==> src/rtl/lift_pkg.sv <==
`default_nettype none
// ============================================================================
//  Module      : lift_pkg
//  Description : Shared definitions for the hall-call front end: call codes,
//                motor command values, encoder state enum and the
//                button-index to call-code mapping.
//  Revision    : 1.0  initial release
// ============================================================================
package lift_pkg;

    // Call codes presented to the lift controller
    localparam logic [2:0] CALL_NONE = 3'b000;
    localparam logic [2:0] CALL_1U   = 3'b001;
    localparam logic [2:0] CALL_2U   = 3'b010;
    localparam logic [2:0] CALL_3U   = 3'b011;
    localparam logic [2:0] CALL_2D   = 3'b110;
    localparam logic [2:0] CALL_3D   = 3'b111;
    localparam logic [2:0] CALL_4D   = 3'b100;

    // Motor command from the lift controller
    localparam logic [1:0] UP   = 2'b00;
    localparam logic [1:0] DOWN = 2'b01;
    localparam logic [1:0] STAY = 2'b10;

    typedef enum logic [2:0] {
        IDLE  = 3'd0,
        ISSUE = 3'd1,
        WAIT  = 3'd2,
        DWELL = 3'd3,
        FAULT = 3'd4
    } enc_state_t;

    // Button index: 0=1U, 1=2U, 2=3U, 3=2D, 4=3D, 5=4D
    function automatic logic [2:0] call_code(input logic [2:0] idx);
        logic [2:0] code;
        case (idx)
            3'd0:    code = CALL_1U;
            3'd1:    code = CALL_2U;
            3'd2:    code = CALL_3U;
            3'd3:    code = CALL_2D;
            3'd4:    code = CALL_3D;
            3'd5:    code = CALL_4D;
            default: code = CALL_NONE;
        endcase
        return code;
    endfunction

endpackage
`default_nettype wire

==> src/rtl/lift_call_rr_arb.sv <==
`default_nettype none
// ============================================================================
//  Module      : lift_call_rr_arb
//  Description : 6-bit round-robin arbiter. The search starts at the bit
//                after the last granted one; the pointer moves only when
//                the advance strobe is high with a valid grant.
//  Ports       : clk, rst_n      clock, async active-low reset
//                req_vec[5:0]    request vector
//                adv             advance strobe (grant is being consumed)
//                grant_idx[2:0]  index of the granted request
//                grant_vld       some request is granted
//  Revision    : 1.0  initial release
// ============================================================================
module lift_call_rr_arb (
    input  logic       clk,
    input  logic       rst_n,
    input  logic [5:0] req_vec,
    input  logic       adv,
    output logic [2:0] grant_idx,
    output logic       grant_vld
);

    logic [2:0] ptr_q, ptr_d;
    logic [3:0] w_pos;

    always_comb begin
        grant_idx = 3'd0;
        grant_vld = 1'b0;
        w_pos     = 4'd0;
        for (int i = 0; i < 6; i++) begin
            // Position modulo 6, starting from the pointer
            w_pos = {1'b0, ptr_q} + 4'(i);
            if (w_pos >= 4'd6) begin
                w_pos = w_pos - 4'd6;
            end
            if (!grant_vld && req_vec[w_pos[2:0]]) begin
                grant_vld = 1'b1;
                grant_idx = w_pos[2:0];
            end
        end
    end

    always_comb begin
        ptr_d = ptr_q;
        if (adv && grant_vld) begin
            ptr_d = (grant_idx == 3'd5) ? 3'd0 : grant_idx + 3'd1;
        end
    end

    always_ff @(posedge clk or negedge rst_n) begin
        if (!rst_n) begin
            ptr_q <= 3'd0;
        end else begin
            ptr_q <= ptr_d;
        end
    end

endmodule
`default_nettype wire

==> src/rtl/lift_call_encoder.sv <==
`default_nettype none
// ============================================================================
//  Module      : lift_call_encoder
//  Description : Hall-call front end. Edge-detects six hall buttons into a
//                pending register (drives lamps), issues one pending call at
//                a time in round-robin order, then waits for the lift to
//                settle and a door dwell before the next issue. A WAIT that
//                exceeds TIMEOUT_CYCLES latches a fault until reset.
//  Macro       : LIFT_CALL_SYNC_EN - adds a 2-flop synchronizer on btn.
//  Ports       : clk, rst_n      clock, async active-low reset
//                btn[5:0]        raw hall buttons (1U,2U,3U,2D,3D,4D)
//                lift_out[1:0]   motor command (UP/DOWN/STAY)
//                req[2:0]        registered call code, non-NONE only in ISSUE
//                lamp[5:0]       pending-call lamps
//                busy            high in ISSUE, WAIT, DWELL
//                fault           sticky timeout flag
//  Revision    : 1.0  initial release
// ============================================================================
module lift_call_encoder
    import lift_pkg::*;
#(
    parameter int DWELL_CYCLES   = 8,
    parameter int TIMEOUT_CYCLES = 64
) (
    input  logic       clk,
    input  logic       rst_n,
    input  logic [5:0] btn,
    input  logic [1:0] lift_out,
    output logic [2:0] req,
    output logic [5:0] lamp,
    output logic       busy,
    output logic       fault
);

    localparam int CNT_TOP = (DWELL_CYCLES > TIMEOUT_CYCLES) ? DWELL_CYCLES : TIMEOUT_CYCLES;
    localparam int CNT_W   = $clog2(CNT_TOP + 1);

    localparam logic [CNT_W-1:0] C_CNT_SAT      = CNT_W'(CNT_TOP);
    localparam logic [CNT_W-1:0] C_TIMEOUT_LAST = CNT_W'(TIMEOUT_CYCLES - 1);
    localparam logic [CNT_W-1:0] C_DWELL_LAST   = CNT_W'((DWELL_CYCLES > 0) ? DWELL_CYCLES - 1 : 0);

    enc_state_t       state_q, state_d;
    logic [CNT_W-1:0] cnt_q, cnt_d;
    logic [5:0]       pend_q, pend_d;
    logic [5:0]       btn_prev_q;
    logic [2:0]       grant_q, grant_d;
    logic [2:0]       req_q, req_d;

    logic [5:0]       w_btn_s;
    logic [5:0]       w_edge;
    logic [2:0]       w_grant_idx;
    logic             w_grant_vld;
    logic             w_issue_start;

`ifdef LIFT_CALL_SYNC_EN
    logic [5:0] sync1_q, sync2_q;

    always_ff @(posedge clk or negedge rst_n) begin
        if (!rst_n) begin
            sync1_q <= 6'd0;
            sync2_q <= 6'd0;
        end else begin
            sync1_q <= btn;
            sync2_q <= sync1_q;
        end
    end

    assign w_btn_s = sync2_q;
`else
    assign w_btn_s = btn;
`endif

    assign w_edge = w_btn_s & ~btn_prev_q;

    lift_call_rr_arb u_arb (
        .clk       (clk),
        .rst_n     (rst_n),
        .req_vec   (pend_q),
        .adv       (w_issue_start),
        .grant_idx (w_grant_idx),
        .grant_vld (w_grant_vld)
    );

    always_comb begin
        state_d       = state_q;
        grant_d       = grant_q;
        req_d         = CALL_NONE;
        w_issue_start = 1'b0;
        pend_d        = pend_q | w_edge;

        case (state_q)
            IDLE: begin
                if (w_grant_vld && lift_out == STAY) begin
                    state_d       = ISSUE;
                    grant_d       = w_grant_idx;
                    req_d         = call_code(w_grant_idx);
                    w_issue_start = 1'b1;
                end
            end
            ISSUE: begin
                // Clear overrides a same-cycle press of the granted button
                pend_d[grant_q] = 1'b0;
                state_d         = WAIT;
            end
            WAIT: begin
                // The settle decision is made inside WAIT, so at least one
                // WAIT cycle always elapses before leaving.
                if (lift_out == STAY) begin
                    state_d = (DWELL_CYCLES == 0) ? IDLE : DWELL;
                end else if (cnt_q == C_TIMEOUT_LAST) begin
                    state_d = FAULT;
                end
            end
            DWELL: begin
                if (cnt_q == C_DWELL_LAST) begin
                    state_d = IDLE;
                end
            end
            FAULT: begin
                state_d = FAULT;
            end
            default: begin
                state_d = IDLE;
            end
        endcase

        // Shared WAIT/DWELL counter: clears on any state change, saturates
        if (state_d != state_q) begin
            cnt_d = '0;
        end else if ((state_q == WAIT || state_q == DWELL) && cnt_q != C_CNT_SAT) begin
            cnt_d = cnt_q + 1'b1;
        end else begin
            cnt_d = cnt_q;
        end
    end

    always_ff @(posedge clk or negedge rst_n) begin
        if (!rst_n) begin
            state_q    <= IDLE;
            cnt_q      <= '0;
            pend_q     <= 6'd0;
            btn_prev_q <= 6'd0;
            grant_q    <= 3'd0;
            req_q      <= CALL_NONE;
        end else begin
            state_q    <= state_d;
            cnt_q      <= cnt_d;
            pend_q     <= pend_d;
            btn_prev_q <= w_btn_s;
            grant_q    <= grant_d;
            req_q      <= req_d;
        end
    end

    assign req   = req_q;
    assign lamp  = pend_q;
    assign busy  = (state_q == ISSUE) || (state_q == WAIT) || (state_q == DWELL);
    assign fault = (state_q == FAULT);

endmodule
`default_nettype wire

==> config.mk <==
export PLATFORM = sky130hd
export DESIGN_NAME = lift_call_encoder
export DESIGN_NICKNAME = d
export VERILOG_FILES = /design/src/rtl/lift_pkg.sv /design/src/rtl/lift_call_rr_arb.sv /design/src/rtl/lift_call_encoder.sv
export SDC_FILE = /design/constraint.sdc
export NUM_CORES = 1
export LEC_CHECK = 0
export CAP_MARGIN = 10
export CORE_ASPECT_RATIO = 1.2
export CORE_MARGIN = 2
export CORE_UTILIZATION = 60
export CTS_BUF_LIST = sky130_fd_sc_hd__clkbuf_2
export CTS_CLUSTER_DIAMETER = 100
export DETAILED_ROUTE_END_ITERATION = 10
export PLACE_DENSITY = 0.87
export RECOVER_POWER = 100
export SLEW_MARGIN = 25
export SYNTH_ARGS = -nofsm -noshare
export SYNTH_HDL_FRONTEND = slang
export SYNTH_HIERARCHICAL = 1
export SYNTH_SLANG_ARGS = --single-unit
==> constraint.sdc <==
create_clock -name clk -period 5.65 [get_ports clk]
set_input_delay 1.13 -clock clk [delete_from_list [all_inputs] [get_ports clk]]
set_output_delay 1.13 -clock clk [all_outputs]
set_load 0.1 [all_outputs]
==> results.yml, run 1 <==
outcome:
  status: "complete, but fails checks"
  violations: "max-capacitance violations, max-slew violations"
yosys:
  syn_nets: 292
  yosys.area.top_type: "dfrtp_1"
  synth.distinct_cells: 67
  synth_edf_count: 0
  synth_area_sq_mm: 0.00239
  synth_ff_type: "dfrtp_1"
  async_flop_share: 1.00
  synth_most_common_cell: "dfrtp_1"
  synth_top_area_share: 0.325
  yosys_warnings: 6
  synthTopCellsByArea: "dfrtp_1 (32%), ha_1 (6.3%), a21oi_1 (4.0%), nor3_1 (4.0%), nor2_1 (3.8%)"
  synth_cells: 270
  yosys_register_bits: 31
  syn_avg_cell_area_sq_um: 8.85
  ys_seq_area_frac: 0.325
  ys_top_cells_by_count: "dfrtp_1 (31), nor2_1 (24), nand2_1 (22)"
critical_path:
  cp-end-kind: "register"
  reg2regPathDepth: 11
  critical_path_arrival_ns: 4.77
  r2r-start: "u_arb/ptr_q[0]"
  r2r_setup_slack_ns: 1.20
  worstPathMaxFanout: 23
  cp-start-kind: "register"
  setup.worst_path.start: "u_arb/ptr_q[0]"
  worstPathRequired_ns: 5.97
  crit_end: "req[2]"
  r2r_end: "req[2]"
  worstSetupPathType: "register to register"
sta:
  tightest_slew_ns: 1.64
  slew_violations: 32
  skew_ns: 0.0166
  finalSetupViolations: 0
  max_freq_mhz: 225
  fin_crit_ns: 4.45
  min_period_over_period: 0.788
  fin_tns_setup_ns: 0
  grt_setup_unrepaired: "false"
  hold_violations: 0
  maxSlewHeadroom: -0.0953
  fin_ws_ns: 1.20
global_routing:
  grt_pass1_wl_mm: 8.84
  grt_max_degree: 32
  grt_overflow_total: 0
  grt_pass1_vias: 1933
  grt_antenna_before_repair: 0
  track_usage: 0.268
clock_tree:
  cts_buffer_depth: 2
  hold_buffers: 0
  cts_buffers: 5
  cts_setup_buffers: 0
  clkTransAtPathRegs_ns: 0.16
  cts_sinks: 31
  cts_tree: "built"
  ctsHtreeMaxLevel: 2
  clk_latency_ns: 0.38
  root_buffer: "clkbuf_2"
  cts_resized: 0
power:
  leakagePower_nw: 1.12
  ir_drop_mv: 0.297
  p_per_area_mw_per_mm2: 654
routing:
  drtAntennaViolNets: 0
  drt-met1-wl_mm: 2.30
  wl_mm: 5.48
  vias_per_cell: 6.01
  drt-pass1-iter-count: 4
  drt_iter0_markers: 161
  wl_met3_um: 159
  met2_length_mm: 2.79
  drc: 0
  vias: 2072
  dr.max_layer_used: "met4"
  wire_per_inst_um: 15.9
place:
  gp_congestion: 0.930
  dp_slack_ns: 1.52
  dpl.hpwl_mm: 4.11
  port_buffers: 20
flow_run:
  cap_violations: 1
final_layout:
  syn2layout_area_growth_pct: 11.3
  layout.nets: 312
  drive_above_1_share: 0.0928
  antennaDiodeCount: 0
floorplan:
  rows: 25
  initial_core_util: 0.616
  core_sq_mm: 0.00388
  ios: 21
  dieArea_sq_mm: 0.00451
  fp.dieW_um: 61.6
  die_y_um: 73.1
hold_path:
  hp-start: "grant_q[0]"
  min_path_type: "register to register"
## cell usage in the layout (no fill, tap or decap), types with 2 or more instances in the layout
| cell | count |
|---|---|
| a211o_1 | 2 |
| a211oi_1 | 3 |
| a21boi_0 | 2 |
| a21o_1 | 4 |
| a21oi_1 | 19 |
| a311oi_1 | 2 |
| a31oi_1 | 5 |
| and2_1 | 2 |
| and3_1 | 2 |
| and3b_1 | 2 |
| clkbuf_2 | 5 |
| dfrtp_1 | 31 |
| dlygate4sd3_1 | 19 |
| ha_1 | 12 |
| inv_1 | 15 |
| mux2_2 | 7 |
| mux2i_1 | 6 |
| nand2_1 | 22 |
| nand2b_1 | 4 |
| nand3_1 | 3 |
| nand4_1 | 3 |
| nor2_1 | 25 |
| nor2b_1 | 7 |
| nor3_1 | 20 |
| nor4_1 | 2 |
| o211ai_1 | 3 |
| o21a_1 | 2 |
| o21ai_0 | 8 |
| o221ai_1 | 2 |
| o22a_1 | 2 |
| o31ai_1 | 3 |
| or2_2 | 2 |
| or3_1 | 2 |
| xnor2_1 | 4 |
| xor2_1 | 5 |
## flip-flops by register name (all words and copies together), names as in the netlist
signal       cells
state_q          3
grant_q          3
cnt_q            7
lamp             6
req              3
btn_prev_q       6
u_arb/ptr_q      3
## power breakdown
| part | total, W | switching (W) | internal, W |
|---|---|---|---|
| registers | 0.000355 | 0.0000859 | 0.000269 |
| logic | 0.00124 | 0.000759 | 0.000477 |
| clock network | 0.000149 | 0.0000759 | 0.0000728 |
| total | 0.00174 | 0.000921 | 0.000819 |
## worst min-delay path by stage
stage | to | depth (start not counted) | slack (ns)
after floorplan | lamp[3] | 1 | 0.48
after global placement | lamp[3] | 1 | 0.53
after detailed placement | lamp[5] | 1 | 0.55
after CTS | lamp[5] | 1 | 0.57
after global routing | lamp[5] | 1 | 0.59
final | lamp[5] | 1 | 0.57
## final cells by class
cell class	instances	area, sq um
fillers	345	1220
multi-input cells	215	1480
inverters	15	56.3
well taps	54	67.6
repair buffers	22	211
clock inverters	3	38.8
clock buffers	5	25.0
flip-flops and latches	31	776
## through the flow
| step | area [sq um] | util | cells | power (W) | hold slack [ns] |
|---|---|---|---|---|---|
| 2_1_floorplan | 2390 | - | 270 | 0.00137 | 0.477 |
| 6_report | 2660 | 0.685 | 345 | 0.00174 | 0.569 |
| 4_1_cts | 2690 | 0.692 | 345 | 0.00176 | 0.569 |
| 3_5_place_dp | 2620 | 0.676 | 337 | 0.00160 | 0.551 |
| 3_3_place_gp | 2620 | 0.676 | 337 | 0.00157 | 0.532 |
| 5_1_grt | 2660 | 0.685 | 345 | 0.00188 | 0.592 |
## worst max-delay path, stage by stage, from the launching register on
cell	delay, ns
dfrtp_1	0.36
buf_4	0.27
inv_1	0.15
ha_1	0.73
and3b_1	0.25
o211ai_1	0.28
o211ai_1	0.25
or4b_1	0.61
o41ai_1	0.97
nand2_1	0.11
mux2_2	0.30
nor2_1	0.10
## routing by layer
layer  track usage  vias up
li1              -     1016
met1         0.315      987
met2         0.450       52
met3        0.0408       17
met4         0.154        0
met5             0        -
## kinds of logic (layout without fill, tap and decap cells)
family                     Yosys count  in the layout  synth area share
and+or+nand+nor                    106            106             0.239
AOI/OAI and AO/OA                   71             71             0.214
DFF                                 31             31             0.325
buffers and inverters               24             45            0.0450
muxes                               16             16            0.0749
adders and majority gates           12             12            0.0628
xor gates and xnor gates            10             10            0.0398
Power figures use the tool's default switching activity.
==> run 2, diff against run 1 <==
==> constraint.sdc (replaced) <==
create_clock -name clk -period 4.2 [get_ports clk]
set_input_delay 0.84 -clock clk [delete_from_list [all_inputs] [get_ports clk]]
set_output_delay 0.84 -clock clk [all_outputs]
set_load 0.1 [all_outputs]
==> run 2 against run 1 <==
Net effect:
- the run still ends with max-capacitance violations, max-slew violations left
- worst hold slack got worse by 0.023 ns
- clock power is 43% higher
- clock-buffer cell count is the same
==> results.yml, run 2 (same netlist as run 1, synthesis figures left out) <==
final_layout:
  mostFrequentLayoutCell: "dfrtp_1"
  largest_reg_flops: 7
  regMostFlops: "cnt_q"
  antennaDiodeCount: 0
  postLayoutCoreUtil: 0.694
  drive_above_1_share: 0.116
  layout.nets: 313
  syn2layout_area_growth_pct: 12.6
  layout_common_cells: "dfrtp_1 (30), nor2_1 (24), nand2_1 (22)"
global_routing:
  track_usage: 0.263
  grt_overflow_total: 0
  grt_max_degree: 32
  grt_pass1_wl_mm: 8.80
  grt_antenna_before_repair: 0
  grt_pass1_vias: 2012
power:
  p_per_area_mw_per_mm2: 896
  ir_drop_mv: 0.392
  finalPower_w: 0.00241
  leakagePower_nw: 1.14
clock_tree:
  cts_resized: 0
  cts_sinks: 31
  hold_buffers: 0
  clkTransAtPathRegs_ns: 0.17
  cts_setup_buffers: 0
  cts_tree: "built"
  clk_latency_ns: 0.39
  root_buffer: "clkbuf_2"
  ctsHtreeMaxLevel: 2
  cts_buffers: 5
  cts_buffer_depth: 2
critical_path:
  worstSetupPathType: "register to register"
  reg2regPathDepth: 14
  cp-end-kind: "register"
  worstPathRequired_ns: 4.47
  critical_path_arrival_ns: 4.15
  worstPathMaxFanout: 14
  r2r_end: "u_arb/ptr_q[2]"
  cp-start-kind: "register"
  r2r-start: "u_arb/ptr_q[2]"
  r2r_setup_slack_ns: 0.32
floorplan:
  dieArea_sq_mm: 0.00451
  core_sq_mm: 0.00388
  fp.dieW_um: 61.6
  rows: 25
  initial_core_util: 0.616
  ios: 21
  die_y_um: 73.1
routing:
  wire_per_inst_um: 15.7
  drc: 0
  wl_met3_um: 161
  drtAntennaViolNets: 0
  vias_per_cell: 6.18
  met2_length_mm: 2.78
  dr.max_layer_used: "met4"
  drt-met1-wl_mm: 2.30
  vias: 2137
  wl_mm: 5.42
  drt-pass1-iter-count: 4
  drt_iter0_markers: 138
sta:
  skew_ns: 0.0157
  finalSetupViolations: 0
  tightest_slew_ns: 1.59
  slew_violations: 32
  grt_setup_unrepaired: "false"
  min_period_over_period: 0.923
  fin_crit_ns: 3.88
  fin_tns_setup_ns: 0
  maxSlewHeadroom: -0.0625
  hold_violations: 0
  max_freq_mhz: 258
hold_path:
  hold_end: "lamp[3]"
  min_path_type: "register to register"
  hp-start: "grant_q[0]"
  holdPathStages: 1
outcome:
  violations: "max-capacitance violations, max-slew violations"
  status: "complete, but fails checks"
flow_run:
  cap_violations: 1
place:
  dpl.hpwl_mm: 4.03
  gp_congestion: 0.875
  port_buffers: 20
==> run 2: changes by cell type in the layout (fill, tap and decap cells not counted), sizes merged <==
cell,change
buf,+1
==> run 2: per-stage QoR <==
| step | setup slack, ns | instance area [sq um] | hold WS [ns] | cells |
|---|---|---|---|---|
| CTS | 0.258 | 2700 | 0.549 | 346 |
| global route | 0.0671 | 2690 | 0.579 | 346 |
| detailed placement | 0.291 | 2630 | 0.537 | 338 |
| global placement | 0.433 | 2630 | 0.537 | 338 |
| floorplan | 0.641 | 2390 | 0.477 | 270 |
| finish | 0.324 | 2690 | 0.546 | 346 |
==> run 2: metal layers <==
metal	up-vias	GRT usage
met2	49	0.454
met4	0	0.130
met5	-	0
li1	1029	-
met3	17	0.0443
met1	1042	0.304
==> run 2: cell type report <==
cell class / count / area, sq um
Multi-Input combinational cell: 215 / 1500
Fill cell: 321 / 1190
Sequential cell: 31 / 777
Timing Repair Buffer: 23 / 219
Tap cell: 54 / 67.6
Inverter: 15 / 56.3
Clock inverter: 3 / 43.8
Clock buffer: 5 / 25.0
==> run 2: report_power, final <==
| part | internal, W | total, W | switching [W] |
|---|---|---|---|
| Sequential | 0.000364 | 0.000489 | 0.000125 |
| Combinational | 0.000665 | 0.00171 | 0.00105 |
| Clock | 0.000101 | 0.000213 | 0.000113 |
==> run 2: how the worst max path moves through the flow <==
| stage | startpoint | end | slack (ns) | cells after the start |
|---|---|---|---|---|
| 6_report | u_arb/ptr_q[2] | u_arb/ptr_q[2] | 0.32 | 14 |
| 5_1_grt | u_arb/ptr_q[2] | req[2] | 0.07 | 10 |
| 4_1_cts | u_arb/ptr_q[1] | u_arb/ptr_q[2] | 0.26 | 15 |
| 3_5_place_dp | u_arb/ptr_q[1] | u_arb/ptr_q[2] | 0.29 | 15 |
| 3_3_place_gp | u_arb/ptr_q[1] | u_arb/ptr_q[2] | 0.43 | 15 |
| 2_1_floorplan | lamp[1] | u_arb/ptr_q[2] | 0.64 | 13 |
==> run 2: critical path, stage by stage, from the launching register on <==
cell      delay, ns
dfrtp_1        0.62
ha_1           0.49
nor2b_1        0.10
o31a_1         0.29
o21a_1         0.21
nor3_2         0.32
or4b_4         0.55
nor2_2         0.16
nand2_1        0.10
nor2b_1        0.17
nand3_1        0.25
inv_1          0.09
a21boi_1       0.18
nand2_1        0.11
o221ai_1       0.12
